**config.mk**
```make
export PLATFORM = sky130hd
export DESIGN_NAME = fetch_unit
export DESIGN_NICKNAME = d
export VERILOG_FILES = /design/src/rtl/fetch_unit.sv
export SDC_FILE = /design/constraint.sdc
export NUM_CORES = 1
export LEC_CHECK = 0
export BUFFER_PORTS_ARGS = -buffer_cell sky130_fd_sc_hd__buf_2
export CORE_UTILIZATION = 48
export DETAILED_ROUTE_END_ITERATION = 8
export PLACE_DENSITY = 0.76
export SLEW_MARGIN = 20
export SYNTH_ARGS = -nofsm -noshare
export SYNTH_HDL_FRONTEND = slang
export SYNTH_SLANG_ARGS = --single-unit
```
**constraint.sdc**
```tcl
create_clock -name clk -period 2.1 [get_ports clk]
set_clock_uncertainty 0.15 [all_clocks]
set_input_delay 0.105 -clock clk [delete_from_list [all_inputs] [get_ports clk]]
set_output_delay 0.105 -clock clk [all_outputs]
set_load 0.05 [all_outputs]
```
**src/rtl/fetch_unit.sv**
```systemverilog
// -----------------------------------------------------------------------------
// fetch_unit
// Instruction fetch stage. Issues one word-aligned request at a time to the
// instruction memory, holds the fetched word for decode until it is consumed,
// and follows branch/jump redirects. A fetch that is still outstanding when a
// redirect arrives is allowed to complete and its word is thrown away.
//
// Ports
//   clk              : clock, rising edge
//   rst_n            : asynchronous active-low reset
//   imem_req_o       : fetch request to instruction memory
//   imem_addr_o      : word-aligned fetch address, valid while imem_req_o=1
//   imem_ack_i       : memory accepted request, imem_rdata_i valid same cycle
//   imem_rdata_i     : fetched instruction word
//   instr_valid_o    : instr_o/instr_pc_o hold an instruction for decode
//   instr_o          : instruction word
//   instr_pc_o       : address of instr_o
//   instr_ready_i    : decode consumes instr_o when instr_valid_o=1
//   redirect_valid_i : one-cycle request to change the fetch PC
//   redirect_pc_i    : new PC, bits [1:0] ignored
// -----------------------------------------------------------------------------
module fetch_unit #(
  parameter logic [31:0] RESET_PC = 32'h0000_0000
) (
  input  logic        clk,
  input  logic        rst_n,
  output logic        imem_req_o,
  output logic [31:0] imem_addr_o,
  input  logic        imem_ack_i,
  input  logic [31:0] imem_rdata_i,
  output logic        instr_valid_o,
  output logic [31:0] instr_o,
  output logic [31:0] instr_pc_o,
  input  logic        instr_ready_i,
  input  logic        redirect_valid_i,
  input  logic [31:0] redirect_pc_i
);

  localparam logic [31:0] RESET_PC_AL = RESET_PC & 32'hFFFF_FFFC;

  typedef enum logic [1:0] {
    S_FETCH   = 2'd0,
    S_HOLD    = 2'd1,
    S_DISCARD = 2'd2
  } state_e;

  state_e      state_q, state_d;
  logic [31:0] pc_q, pc_d;
  logic [31:0] target_q, target_d;
  logic        req_q, req_d;
  logic        valid_q, valid_d;
  logic [31:0] instr_q, instr_d;
  logic [31:0] instr_pc_q, instr_pc_d;

  logic        hs_s;
  logic [31:0] redir_al_s;

  // An ack only counts while a request is actually on the bus, so an ack seen
  // in the first cycle after reset (request not yet raised) is ignored.
  assign hs_s       = req_q & imem_ack_i;
  assign redir_al_s = redirect_pc_i & 32'hFFFF_FFFC;

  // State register and all registered outputs.
  always_ff @(posedge clk or negedge rst_n) begin
    if (!rst_n) begin
      state_q    <= S_FETCH;
      pc_q       <= RESET_PC_AL;
      target_q   <= 32'h0000_0000;
      req_q      <= 1'b0;
      valid_q    <= 1'b0;
      instr_q    <= 32'h0000_0000;
      instr_pc_q <= 32'h0000_0000;
    end else begin
      state_q    <= state_d;
      pc_q       <= pc_d;
      target_q   <= target_d;
      req_q      <= req_d;
      valid_q    <= valid_d;
      instr_q    <= instr_d;
      instr_pc_q <= instr_pc_d;
    end
  end

  // Next-state and next-output logic.
  always_comb begin
    state_d    = state_q;
    pc_d       = pc_q;
    target_d   = target_q;
    req_d      = req_q;
    valid_d    = valid_q;
    instr_d    = instr_q;
    instr_pc_d = instr_pc_q;

    case (state_q)
      S_FETCH: begin
        if (redirect_valid_i) begin
          if (hs_s || !req_q) begin
            // Nothing left outstanding: retarget directly.
            pc_d  = redir_al_s;
            req_d = 1'b1;
          end else begin
            // Request in flight: keep it on the bus, remember the target.
            target_d = redir_al_s;
            state_d  = S_DISCARD;
            req_d    = 1'b1;
          end
        end else if (hs_s) begin
          instr_d    = imem_rdata_i;
          instr_pc_d = pc_q;
          pc_d       = pc_q + 32'd4;   // wraps modulo 2^32
          valid_d    = 1'b1;
          req_d      = 1'b0;
          state_d    = S_HOLD;
        end else begin
          req_d = 1'b1;
        end
      end

      S_HOLD: begin
        if (redirect_valid_i) begin
          // Held word is dropped even if decode is ready this cycle.
          valid_d = 1'b0;
          pc_d    = redir_al_s;
          req_d   = 1'b1;
          state_d = S_FETCH;
        end else if (instr_ready_i) begin
          valid_d = 1'b0;
          req_d   = 1'b1;
          state_d = S_FETCH;
        end else begin
          valid_d = 1'b1;
          req_d   = 1'b0;
        end
      end

      S_DISCARD: begin
        if (hs_s) begin
          // Old-path word arrives and is thrown away; newest target wins.
          if (redirect_valid_i) begin
            pc_d = redir_al_s;
          end else begin
            pc_d = target_q;
          end
          req_d   = 1'b1;
          state_d = S_FETCH;
        end else if (redirect_valid_i) begin
          target_d = redir_al_s;
        end else begin
          req_d = 1'b1;
        end
      end

      default: begin
        state_d = S_FETCH;
        req_d   = 1'b0;
        valid_d = 1'b0;
      end
    endcase
  end

  assign imem_req_o    = req_q;
  assign imem_addr_o   = pc_q;
  assign instr_valid_o = valid_q;
  assign instr_o       = instr_q;
  assign instr_pc_o    = instr_pc_q;

endmodule
```
[Word level (Yosys, flattened, before mapping)]
Index checks and enable logic that the tools add are counted.
Storage, ports and cells
  flip-flop bits (word level): 132
  bits in latches: 0
  memory bits (writable): 0
  memory bits (read-only): 0
  input bits: 69
  output and inout bits: 98
  word-level logic and storage cells: 65
  memories kept: 0
Operators by class
  add/subtract/negate cells: 1
  multipliers: 0
  div/mod/pow operators: 0
  order comparisons: 0
  eq/ne operators: 14
  shifts and indexed selects: 0
  multiplexer cells: 30
  bitwise operators: 3
  reduce and logical (&&, ||, !) cells: 10
Operators with widths (count)
  $mux W32: 9
  $pmux W32 S3: 1
  $pmux W32 S2: 1
  $add A32 B3 Y32 const B: 1
  $ne A3 B3 Y1 const B: 5
  $ne A2 B2 Y1 const B: 7
  $mux W2: 6
  $mux W1: 10
  $reduce_and A4 Y1: 2
  $pmux W1 S3: 2
  $pmux W2 S3: 1
  $reduce_and A3 Y1: 2
  $reduce_and A5 Y1: 1
  $reduce_bool A3 Y1: 1
  $eq A2 B1 Y1 const B: 1
  $eq A2 B2 Y1 const B: 1
  $logic_not A2 Y1: 1
  $not A1 Y1: 2
  $reduce_bool A2 Y1: 1
  $and A1 B1 Y1: 1
  $logic_not A1 Y1: 1
  $logic_or A1 B1 Y1: 1

[Longest topological paths before layout]
  depth after elaboration: 5
  gate-level depth with buffers: 9
  mapped depth without buffers: 7

[Worst setup path before layout]
OpenSTA, ideal clock, no wires.
  path type: reg2reg
  start: register pc_q[2], in the netlist imem_addr_o[2]
  end: register pc_q[20], in the netlist imem_addr_o[20]
  library setup time: 123 ps
  arrival time: 2088 ps
  data required time: 1827 ps
  setup slack: -261 ps
  stages on the path, launching flop included: 8
  cells stage by stage: dfrtp_1 > ha_1 > nand3_1 > or3_1 > buf_2 > nor2_2 > a41oi_1 > o22a_1
On the way
  cells in the longest elaborated chain, start to end: 4
Ends and longest elaborated chain
  from (decl): RTL line 48  | logic [31:0] pc_q, pc_d;
  from (signal assigned): RTL line 75  | pc_q <= pc_d;
  $add A32 B3 Y32: RTL line 110  | pc_d = pc_q + 32'd4;
  $mux W32: RTL line 107  | end else if (hs_s) begin
  $mux W32: RTL line 96  | if (redirect_valid_i) begin
  $pmux W32 S3: RTL line 94  | case (state_q)
Every way passes these cells. The select of a mux whose other input is x is not followed.
A chain may end at the register's enable or synchronous reset.

[Final worst setup path]
  start: register state_q[1]
  end: register pc_q[29], in the netlist imem_addr_o[29]
On the way
  cells in the longest elaborated chain, start to end: 3
  elaborated cells on any way between the ends: 10
  classes of those cells: eq/ne: 6; mux: 1; reduce/logical: 3
Ends and longest elaborated chain
  from (decl): RTL line 47  | state_e state_q, state_d;
  from (signal assigned): RTL line 74  | state_q <= state_d;
  $eq A2 B1 Y1 (tied with other cells): RTL line 94
  $ne A2 B2 Y1 (no line) (tied with other cells)
  $reduce_and A5 Y1 (no line)
Parallel ways exist; a longest one is shown, timed or not.

==> flow_metrics.tcl <==
set metrics [dict create \
    ys_warn_count 0 \
    wire_per_inst_um 19.0 \
    fin_util_pct 75.1 \
    place.gp.congestion 0.861 \
    most-common-layout-cells "buf_2 (164), dfrtp_1 (109), mux2_2 (93), dlygate4sd3_1 (65), buf_4 (59)" \
    avgSynthCellArea_um2 11.3 \
    cellPowerDensity_mw_per_mm2 1920 \
    synthAdderAreaFrac_pct 0.781 \
    grt_pass1_vias 5980 \
    syn_to_final_growth_pct 50.3 \
    first_iter_violations 595 \
    timing.fmax_mhz 456 \
    worstPathArrival_ns 2.33 \
    finalSetupViolations 19 \
    vias_per_cell 5.86 \
    synth_top_family_by_area "multiplexers" \
    dp_hpwl_mm 12.3 \
    hold_viol 0 \
    synthSimpleGateAreaFrac_pct 11.0 \
    final_common_cell "buf_2" \
    wl_mm 19.8 \
    grt_start_max_net_pins 59 \
    peakVddDrop_mv 1.02 \
    layout.cells.non_filler 1039 \
    ios 167 \
    die_height_um 118 \
    layout-drive-gt1-share_pct 52.0 \
    cts_tree "yes" \
    wl_met3_mm 1.36 \
    place.port_buffers 164 \
    end_kind "register" \
    wl_met1_mm 7.96 \
    cts_sinks 132 \
    cts-root-buf "clkbuf_16" \
    cts_buffer_depth 2 \
    die_w_um 118 \
    crit_path_start_kind "register" \
    rsz0062_at_grt "yes" \
    synth_edf_count 0 \
    slew_headroom_pct 61.5 \
    period_minus_slack_ns 2.19 \
    ys_async_sr_fraction_pct 100 \
    clk_pin_slew_ns 0.06 \
    synth_nets 638 \
    drtPass1Iterations 5 \
    synthFlopType "dfrtp_1" \
    yosysSeqAreaShare_pct 51.5 \
    coreArea_mm2 0.0128 \
    worstPathMaxFanout 7 \
    grt_pass1_wl_mm 29.3 \
    ys_types 58 \
    max_slew.worst_pin.slew_ns 0.577 \
    required_ns 2.24 \
    fillers 849 \
    start_util_pct 50.0 \
    cts_made_buffers 17 \
    grt_overflow 0 \
    antenna_found_initial 0 \
    violations "setup timing" \
    status "complete, but fails checks" \
    report.final.slew_viol_count 0 \
    synthXorXnorAreaFrac_pct 0 \
    core.rowCount 41 \
    rr_worst_depth 8 \
    syn_area_mm2 0.00641 \
    ant_nets 0 \
    post-route-period-util_pct 104 \
    worstSkewPairLatency_ns 0.41 \
    muxShareOfSynthArea_pct 16.7 \
    maxCapViolCount 0 \
    finalWorstSetupSlack_ns -0.0943 \
    hold_class "in2async" \
    synth-compound-area-share_pct 16.4 \
    power.leakage_nw 4.40 \
    die_area_mm2 0.0138 \
    ys_seq_elements 132 \
    crit_type "reg2reg" \
    n_antenna_cell 0 \
    met2WireLength_mm 9.87 \
    htree_levels 4 \
    drcViolationCount 0 \
    top_layer "met4" \
    grt_usage_pct 26.9 \
    via_count 6086 \
    postSynthCellCount 565 \
    power_mw 18.5 \
    final_nets 927 \
    place_inst 925 \
]
-- per-stage QoR --
stage                     setup WS, ns  area (um^2)  hold WS (ns)  TNS, ns
after detailed placement        -0.173         7830       -0.0277    -2.22
after floorplan                -0.0124         6460        -0.341  -0.0124
after CTS                      -0.0403         9150         0.117   -0.139
final                          -0.0943         9630        0.0845   -0.716
after global placement         -0.0634         7830       -0.0357   -0.305
after global routing            -0.130         9630         0.141    -1.49
-- sequential cells by signal, indices dropped and copies added (netlist names) --
register / flops
imem_addr_o: 32
imem_req_o: 1
instr_o: 32
instr_pc_o: 32
instr_valid_o: 1
state_q: 2
target_q: 32
-- routing by layer --
| layer | GRT usage, % | up-vias |
|---|---|---|
| met5 | 0 | - |
| met4 | 12.3 | 0 |
| met3 | 5.81 | 48 |
| met2 | 45.2 | 311 |
| met1 | 33.3 | 3009 |
| li1 | - | 2718 |
-- cell type report --
| cell class | instances | area (um^2) | area share, % |
|---|---|---|---|
| tap | 172 | 215 | 2.23 |
| inverter | 11 | 41.3 | 0.429 |
| sequential | 132 | 3330 | 34.6 |
| clock buffer | 23 | 498 | 5.17 |
| timing repair buffer | 307 | 2260 | 23.4 |
| clock inverter | 9 | 100 | 1.04 |
| multi-input combinational | 385 | 3190 | 33.1 |
-- synthesized netlist by cell type, drive strengths merged (11+ instances only) --
cell type / n / share of area (%)
nand3: 14 / 1.1
nor2: 33 / 2.0
buf: 26 / 2.4
dfrtp: 132 / 52
a21oi: 29 / 2.3
nor3: 14 / 1.5
clkbuf: 11 / 0.64
mux2: 93 / 16
o21ai: 42 / 3.3
a221oi: 13 / 1.8
nand2: 29 / 1.7
-- final timing paths --
check	end	startpoint	slack [ns]
setup / recovery	imem_addr_o[29]	state_q[1]	-0.09
hold / removal	instr_pc_o[3]	rst_n	0.08
setup reg to reg	imem_addr_o[29]	state_q[1]	-0.09
hold reg to reg	instr_pc_o[0]	instr_pc_o[0]	0.33
max in group asynchronous	instr_o[14]	rst_n	1.07
min in group clk	imem_req_o	redirect_valid_i	0.18
-- repair_timing --
item / in CTS / in global routing
setup buffers: 1 / 8
hold buffers: 65 / 0
hold endpoints to repair: 190 / 0
pin swaps: 2 / 16
resized for setup: 13 / 72
cloned: 1 / 7
setup endpoints to repair: 25 / 29
-- worst max-delay path, cell delays in order, from the launching register on --
cell      delay, ns
dfrtp_1        0.42
inv_2          0.08
buf_6          0.13
ha_4           0.15
inv_2          0.05
a21oi_2        0.05
or3_4          0.50
buf_6          0.17
a2111o_1       0.36
-- report_power, final --
part | switching, mW | total, mW | internal (mW) | leakage (nW)
sequential | 0.986 | 4.78 | 3.80 | 1.58
clock | 1.07 | 2.97 | 1.89 | 0.295
combinational | 6.69 | 10.8 | 4.09 | 2.53
total | 8.74 | 18.5 | 9.78 | 4.40
-- cell families after synthesis --
family	after synthesis
buffers and inverters	48
flip-flops	132
multiplexers	95
adder cells (fa/ha/maj)	4
AO/OA/AOI/OAI	155
AND/OR/NAND/NOR	131
(Power assumes the default switching activity.)
